===== src/rtl/ddr_capture_client.sv =====
// ddr_capture_client
//   Requester-side client of the DDR command/return handshake (soc clock domain).
//   Capture: packs 16-bit samples into 128-bit words and writes them sequentially
//   from BASE_ADX. Readback: reads the same region back and unpacks it into a
//   16-bit valid/ready sample stream.
//
//   Optional feature macro: RD_ADX_CHECK_EN -- compare each returned address with
//   the expected sequence and flag mismatches on adx_error (tied 0 otherwise).
//
// Ports
//   clk, reset                      soc clock, async active-high reset
//   start_capture, start_readback   single-cycle starts, honoured in IDLE only
//   sample_in, sample_valid         capture sample stream
//   busy                            not in IDLE
//   capture_done, overflow          sticky capture status (cleared by start_capture)
//   adx_error                       sticky return-address mismatch (cleared by start_readback)
//   wr_adx_out, wr_data_out,
//   write_req, write_allowed,
//   writes_pending                  write command channel
//   rd_adx_out, read_req,
//   read_allowed, reads_pending     read command channel
//   rd_data_return, rd_adx_return,
//   has_return_data, get_return_data  read return channel
//   out_sample, out_valid, out_ready  unpacked readback stream
module ddr_capture_client #(
    parameter logic [26:0] BASE_ADX    = 27'd0,
    parameter int unsigned DEPTH_WORDS = 1024,
    parameter int unsigned ADX_STEP    = 8
) (
    input  logic         clk,
    input  logic         reset,
    input  logic         start_capture,
    input  logic         start_readback,
    input  logic [15:0]  sample_in,
    input  logic         sample_valid,
    output logic         busy,
    output logic         capture_done,
    output logic         overflow,
    output logic         adx_error,
    output logic [26:0]  wr_adx_out,
    output logic [127:0] wr_data_out,
    output logic         write_req,
    input  logic         write_allowed,
    input  logic         writes_pending,
    output logic [26:0]  rd_adx_out,
    output logic         read_req,
    input  logic         read_allowed,
    input  logic         reads_pending,
    input  logic [127:0] rd_data_return,
    input  logic [26:0]  rd_adx_return,
    input  logic         has_return_data,
    output logic         get_return_data,
    output logic [15:0]  out_sample,
    output logic         out_valid,
    input  logic         out_ready
);

    localparam int unsigned CNT_W = 21;
    localparam int unsigned ADX_W = 27;
    localparam logic [CNT_W-1:0] DEPTH_CNT = CNT_W'(DEPTH_WORDS);
    localparam logic [ADX_W-1:0] STEP      = ADX_W'(ADX_STEP);

    localparam logic [2:0] S_IDLE     = 3'd0;
    localparam logic [2:0] S_CAPTURE  = 3'd1;
    localparam logic [2:0] S_DRAIN    = 3'd2;
    localparam logic [2:0] S_RD_ISSUE = 3'd3;
    localparam logic [2:0] S_DONE     = 3'd4;

    logic [2:0]       state, state_nxt;

    logic [111:0]     pack_data;
    logic [2:0]       pack_idx;
    logic [CNT_W-1:0] word_cnt;
    logic             hold_valid;
    logic [127:0]     hold_data;
    logic [ADX_W-1:0] wr_adx;

    logic [CNT_W-1:0] issue_cnt;
    logic [ADX_W-1:0] rd_adx;
    logic [CNT_W-1:0] ret_cnt;
    logic             unpack_valid;
    logic [127:0]     unpack_data;
    logic [2:0]       unpack_idx;

    logic start_cap_c;
    logic start_rd_c;
    logic sample_take_c;
    logic word_complete_c;
    logic out_accept_c;

    // Capture wins when both starts arrive together.
    assign start_cap_c     = (state == S_IDLE) && start_capture;
    assign start_rd_c      = (state == S_IDLE) && start_readback && !start_capture;
    assign sample_take_c   = (state == S_CAPTURE) && sample_valid && (word_cnt < DEPTH_CNT);
    assign word_complete_c = sample_take_c && (pack_idx == 3'd7);
    assign out_accept_c    = unpack_valid && out_ready;

    // Handshake outputs are combinational on registered state only.
    assign write_req       = hold_valid && write_allowed;
    assign read_req        = (state == S_RD_ISSUE) && read_allowed && (issue_cnt < DEPTH_CNT);
    assign get_return_data = (state == S_RD_ISSUE) && has_return_data && !unpack_valid
                             && (ret_cnt < DEPTH_CNT);

    assign busy        = (state != S_IDLE);
    assign wr_adx_out  = wr_adx;
    assign wr_data_out = hold_data;
    assign rd_adx_out  = rd_adx;
    assign out_valid   = unpack_valid;
    assign out_sample  = unpack_data[{unpack_idx, 4'b0000} +: 16];

    // State register.
    always_ff @(posedge clk or posedge reset) begin
        if (reset) state <= S_IDLE;
        else       state <= state_nxt;
    end

    // Next-state logic.
    always_comb begin
        state_nxt = state;
        case (state)
            S_IDLE: begin
                if (start_capture)       state_nxt = S_CAPTURE;
                else if (start_readback) state_nxt = S_RD_ISSUE;
            end
            S_CAPTURE: begin
                if ((word_cnt == DEPTH_CNT) && !hold_valid) state_nxt = S_DRAIN;
            end
            S_DRAIN: begin
                if (!writes_pending) state_nxt = S_DONE;
            end
            S_RD_ISSUE: begin
                if ((ret_cnt == DEPTH_CNT) && !unpack_valid && !reads_pending)
                    state_nxt = S_DONE;
            end
            S_DONE:  state_nxt = S_IDLE;
            default: state_nxt = S_IDLE;
        endcase
    end

    // Capture packing, one-entry hold register and write address.
    always_ff @(posedge clk or posedge reset) begin
        if (reset) begin
            pack_data    <= '0;
            pack_idx     <= '0;
            word_cnt     <= '0;
            hold_valid   <= 1'b0;
            hold_data    <= '0;
            wr_adx       <= '0;
            overflow     <= 1'b0;
            capture_done <= 1'b0;
        end else if (start_cap_c) begin
            pack_idx     <= '0;
            word_cnt     <= '0;
            hold_valid   <= 1'b0;
            wr_adx       <= BASE_ADX;
            overflow     <= 1'b0;
            capture_done <= 1'b0;
        end else begin
            if (sample_take_c) begin
                pack_idx <= pack_idx + 3'd1;
                for (int k = 0; k < 7; k++) begin
                    if (pack_idx == 3'(k)) pack_data[16*k +: 16] <= sample_in;
                end
            end
            if (word_complete_c) word_cnt <= word_cnt + CNT_W'(1);

            // A hold entry being written this cycle frees the slot for the new word.
            if (word_complete_c && (!hold_valid || write_req)) begin
                hold_valid <= 1'b1;
                hold_data  <= {sample_in, pack_data};
            end else if (write_req) begin
                hold_valid <= 1'b0;
            end
            if (word_complete_c && hold_valid && !write_req) overflow <= 1'b1;

            if (write_req) wr_adx <= wr_adx + STEP;

            if ((state == S_DRAIN) && !writes_pending) capture_done <= 1'b1;
        end
    end

    // Read issue and return unpacking.
    always_ff @(posedge clk or posedge reset) begin
        if (reset) begin
            issue_cnt    <= '0;
            rd_adx       <= '0;
            ret_cnt      <= '0;
            unpack_valid <= 1'b0;
            unpack_data  <= '0;
            unpack_idx   <= '0;
        end else if (start_rd_c) begin
            issue_cnt    <= '0;
            rd_adx       <= BASE_ADX;
            ret_cnt      <= '0;
            unpack_valid <= 1'b0;
            unpack_idx   <= '0;
        end else begin
            if (read_req) begin
                issue_cnt <= issue_cnt + CNT_W'(1);
                rd_adx    <= rd_adx + STEP;
            end
            if (get_return_data) begin
                unpack_data  <= rd_data_return;
                unpack_valid <= 1'b1;
                unpack_idx   <= '0;
                ret_cnt      <= ret_cnt + CNT_W'(1);
            end else if (out_accept_c) begin
                unpack_idx <= unpack_idx + 3'd1;
                if (unpack_idx == 3'd7) unpack_valid <= 1'b0;
            end
        end
    end

`ifdef RD_ADX_CHECK_EN
    logic [ADX_W-1:0] exp_adx;

    // Returned addresses must follow the issue sequence; data is unpacked regardless.
    always_ff @(posedge clk or posedge reset) begin
        if (reset) begin
            exp_adx   <= '0;
            adx_error <= 1'b0;
        end else if (start_rd_c) begin
            exp_adx   <= BASE_ADX;
            adx_error <= 1'b0;
        end else if (get_return_data) begin
            exp_adx <= exp_adx + STEP;
            if (rd_adx_return != exp_adx) adx_error <= 1'b1;
        end
    end
`else
    logic unused_rd_adx_return;
    assign unused_rd_adx_return = ^rd_adx_return;
    assign adx_error            = 1'b0;
`endif

endmodule


===== config.mk =====
export PLATFORM = sky130hd
export DESIGN_NAME = ddr_capture_client
export DESIGN_NICKNAME = d
export VERILOG_FILES = /design/src/rtl/ddr_capture_client.sv
export SDC_FILE = /design/constraint.sdc
export NUM_CORES = 1
export LEC_CHECK = 0
export ABC_AREA = 1
export BUFFER_PORTS_ARGS = -buffer_cell sky130_fd_sc_hd__buf_2
export CAP_MARGIN = 20
export CORE_UTILIZATION = 30
export DETAILED_ROUTE_END_ITERATION = 16
export RECOVER_POWER = 50
export SLEW_MARGIN = 20
export SYNTH_ARGS = -nofsm -noshare
export SYNTH_HDL_FRONTEND = slang
export SYNTH_SLANG_ARGS = --single-unit

===== constraint.sdc =====
create_clock -name clk -period 33.2 [get_ports clk]
set_clock_uncertainty 0.05 [all_clocks]
set_input_delay 1.66 -clock clk [delete_from_list [all_inputs] [get_ports clk]]
set_output_delay 1.66 -clock clk [all_outputs]
set_load 0.01 [all_outputs]

# Word level (Yosys, flattened, before mapping)
# Index checks and enable logic that the tools add are counted.
[classes]
addsub = 7
mul = 0
div = 0
order_cmp = 3
n_eq_ne = 17
shift = 1
n_mux = 32
bitwise = 2
reduce_logical = 51
[op_table]
columns = ["op", "count"]
rows = [
  ["$shiftx A128 B8 Y16", 1],
  ["$mux W21", 6],
  ["$mux W27", 4],
  ["$add A21 B1 Y21 const B", 3],
  ["$lt A21 B11 Y1 const B", 3],
  ["$add A27 B4 Y27 const B", 2],
  ["$eq A21 B11 Y1 const B", 2],
  ["$mux W3", 10],
  ["$reduce_and A3 Y1", 7],
  ["$logic_and A1 B1 Y1", 20],
  ["$eq A3 B3 Y1 const B", 5],
  ["$reduce_bool A2 Y1", 7],
  ["$eq A3 B2 Y1 const B", 4],
  ["$pmux W3 S4", 1],
  ["$reduce_bool A3 Y1", 4],
  ["$mux W1", 11],
  ["$add A3 B1 Y3 const B", 2],
  ["$eq A3 B1 Y1 const B", 2],
  ["$logic_not A1 Y1", 6],
  ["$logic_not A3 Y1", 2],
  ["$reduce_and A2 Y1", 3],
  ["$ne A2 B1 Y1 const B", 2],
  ["$reduce_and A4 Y1", 1],
  ["$ne A3 B3 Y1 const B", 1],
  ["other kinds (3)", 4],
]
[word_totals]
ff_bits = 498
latchBits = 0
ram_bits = 0
mem_bits_ro = 0
inputBits = 182
out_inout_bits = 206
word_cells = 134
memories = 0

# Logic depth before layout (Yosys ltp)
[depth]
ltp_word = 8
depth_mapped = 11
ltp_nobuf = 11

# Worst setup path before layout
# No wires, ideal clock.
[synth_timing]
path_kind = "input -> output"
startpoint = "in has_return_data"
endpoint = "out get_return_data"
t_arrival_ns = 2.391
required_ns = 31.490
slack_ns = 29.099
cell_stages = 7
path_buffers = 3
cell_sequence = "nand2_1 -> nor2_1 -> nand3_2 -> inv_2 -> buf_6 -> buf_6 -> buf_6"
[synth_via]
elab_chain_cells = 3
[synth_lines]
columns = ["item", "line", "text"]
rows = [
  ["start: declaration", "51", "input logic has_return_data,"],
  ["$logic_and A1 B1 Y1 (2 in a row)", "101", "assign get_return_data = (state == S_RD_ISSUE) && has_return_data && !unpack_valid"],
  ["$logic_and A1 B1 Y1", "102", "&& (ret_cnt < DEPTH_CNT);"],
  ["end: declaration", "52", "output logic get_return_data,"],
]
# No other way between the ends.

==> impl_metrics.csv <==
group,metric,value,unit
status,status,"finished with violations",
status,failed_checks,"max-capacitance violations, max-slew violations",
route,drt_iter0_markers,1589,
critical_path,critical_path_class,"primary input to async pin",
clock_tree,cts_setup_buffers,0,
timing,max_freq,0.128,GHz
power_and_ir_drop,vdd_drop_max,0.0393,mV
yosys,async_reset_ff_frac,1.00,
clock_tree,post_cts_resized,0,
yosys,synth_top_cell_area_share,0.567,
global_routing,met3_usage,0.0284,
critical_path,start_kind,"primary input",
clock_tree,numCtsBuffers,55,
route,drt_wl_total,62.2,mm
timing,setup_viol,0,
layout,fillerInstances,7548,
route,wl_per_cell,16.0,um
clock_tree,clk_pin_slew_worst_paths,0.06,ns
critical_path,cp.required,33.77,ns
layout,synthToLayoutAreaGrowth,18.8,%
yosys,ys_ff_latch,492,
yosys,seq_area_frac_synth,0.567,
yosys,synth.area.top_cells,"dfrtp_1, nand2_1, o21ai_0, nand3_1, inv_1",
yosys,syn_area,21700,um^2
route,drc,0,
yosys,syn_avg_cell_area,8.35,um^2
clock_tree,clock_latency,0.62,ns
timing,slew_violations,526,
critical_path,crit_fanout,120,
clock_tree,tritoncts,"done",
die,start_util,0.304,
critical_path,end_kind,"async pin",
timing,post-route-min-period,7.78,ns
placed_design,dpl_worst_slack,28.31,ns
global_routing,grt_pass1_vias,17053,
global_routing,globalRouteMet2Util,0.265,
layout,fin_nets,3091,
critical_path,arrival,8.35,ns
layout,multi_input_area,7830,um^2
global_routing,antenna_found_initial,11,
route,first_pass_iters,5,
yosys,synth_top_area_cell,"dfrtp_1",
clock_tree,cts-htree-levels,2,
yosys,synthCells,2599,
placed_design,dp_hpwl,40.9,mm
placed_design,gp_congestion,0.851,
timing,setup_tns,0,ns
route,vias,18118,
route,ant_nets,0,
global_routing,grt_max_degree,121,
die,die_w,271,um
route,viasPerCell,4.65,
global_routing,grt-ovfl-total,0,
yosys,synth_enable_flop_cells,0,
worst_hold_path,hp-class,"register to register",
placed_design,io_buffers,353,
timing,finalCritPeriodShare,0.234,
global_routing,met1_usage,0.231,
die,die_y,271,um
clock_tree,clock_sinks,492,
global_routing,grt_usage,0.168,
layout,seqCellArea,12300,um^2
timing,worst_pin_slew,5.34,ns
global_routing,grt-busiest-layer,"met2",
die,core,71500,um^2
timing,maxSlewHeadroom,-2.58,
power_and_ir_drop,leakage,0.0130,uW
die,io_pins,388,
die,dieArea,73400,um^2
yosys,ys_warn_count,0,
die,rows,98,
timing,hold_viol,0,
yosys,ys_types,43,
timing,rsz0062_at_grt,"false",
clock_tree,cts-root-buf,"clkbuf_16",
yosys,synth_ff_type,"dfrtp_1",
timing,hold_ws,0.406,ns
layout,layout-drive-gt1-share,0.105,
clock_tree,clock_path_buffers,3,
global_routing,grt_pass1_wl,98.1,mm
job,cap_violations,10,
timing,setup_ws,25.42,ns
power_and_ir_drop,p_per_area,75.1,nW/um^2
clock_tree,holdBufCountCts,0,
metrics by stage:
step	total power, uW	instance area (um^2)	util	instances
detailed placement	1290	24000	0.336	3787
CTS	1960	26000	0.364	3890
finish	1940	25800	0.361	3896
global route	2060	25800	0.361	3896
global placement	1280	24000	0.336	3787
floorplan	1140	21700	-	2605
cells in the final DEF, fill, tap and decap left out, drive strengths merged, types with 17 or more instances in the layout:
| cell type | count |
|---|---|
| dfrtp | 492 |
| nor3 | 22 |
| buf | 201 |
| nand4 | 27 |
| o21ai | 286 |
| clkbuf | 248 |
| nand3 | 178 |
| o211ai | 17 |
| nor2 | 190 |
| inv | 196 |
| a21oi | 57 |
| nand2 | 917 |
worst max-delay path, stage by stage:
cell and delay [ns]:
buf_2 0.10, clkinvlp_2 2.97, clkbuf_1 2.74, buf_6 0.77
flip-flops by register name, summed over array words and instances (netlist names):
| name | flops |
|---|---|
| unpack_data | 128 |
| wr_data_out | 128 |
| pack_data | 112 |
| rd_adx_out | 24 |
| wr_adx_out | 24 |
| issue_cnt | 21 |
| ret_cnt | 21 |
| word_cnt | 21 |
| pack_idx | 3 |
| state | 3 |
| unpack_idx | 3 |
| capture_done | 1 |
| hold_valid | 1 |
| out_valid | 1 |
| overflow | 1 |
per-layer routing:
| metal | routed length, um | up-vias |
|---|---|---|
| li1 | - | 8899 |
| met1 | 28300 | 8667 |
| met2 | 29000 | 436 |
| met3 | 3160 | 108 |
| met4 | 1650 | 8 |
| met5 | 55 | - |
cells in the mapped netlist (3+ instances only):
cell / n
nand4_1: 27
xnor2_1: 3
clkbuf_1: 57
inv_1: 192
clkinv_1: 4
or2_1: 7
nand3_2: 3
inv_2: 4
buf_6: 26
a21oi_1: 57
ha_1: 15
o21ai_0: 184
nor3_1: 22
xor2_1: 7
o211ai_1: 17
or2_2: 3
o21bai_1: 3
nand3_1: 174
buf_4: 11
o21ai_1: 102
nor2_1: 186
o31ai_1: 4
a31oi_1: 16
nor3b_1: 5
nand2_1: 916
dfrtp_1: 492
buf_2: 42
worst paths after layout:
check,from,to,slack [ns],depth (start not counted)
min in group asynchronous,reset,wr_data_out[52],2.67,2
max reg2reg,state[1],ret_cnt[7],27.91,9
min,pack_data[7],wr_data_out[7],0.41,2
max,reset,wr_data_out[80],25.42,4
max in group clk,has_return_data,get_return_data,26.09,6
min reg2reg,pack_data[7],wr_data_out[7],0.41,2
layout make-up:
class                      instances  share of cell area
antenna                            6            0.000582
clock buffer                      78              0.0614
clock inverter                    25              0.0160
inverter                         200              0.0293
multi-input combinational       1774               0.304
sequential                       492               0.478
tap                              950              0.0461
timing repair buffer             371              0.0654
power by group:
group	internal (uW)	switching [uW]	total, uW
logic	147	288	436
clock network	404	258	662
registers	750	89.4	839
total	1300	636	1940
kinds of logic after synthesis:
group	share of synthesized area
AOI/OAI and AO/OA	0.0939
xor gates and xnor gates	0.00404
adders and majority gates	0.00865
buffers and inverters	0.0720
DFF	0.567
other	0.000173
and+or+nand+nor	0.254
(Power assumes the default switching activity.)
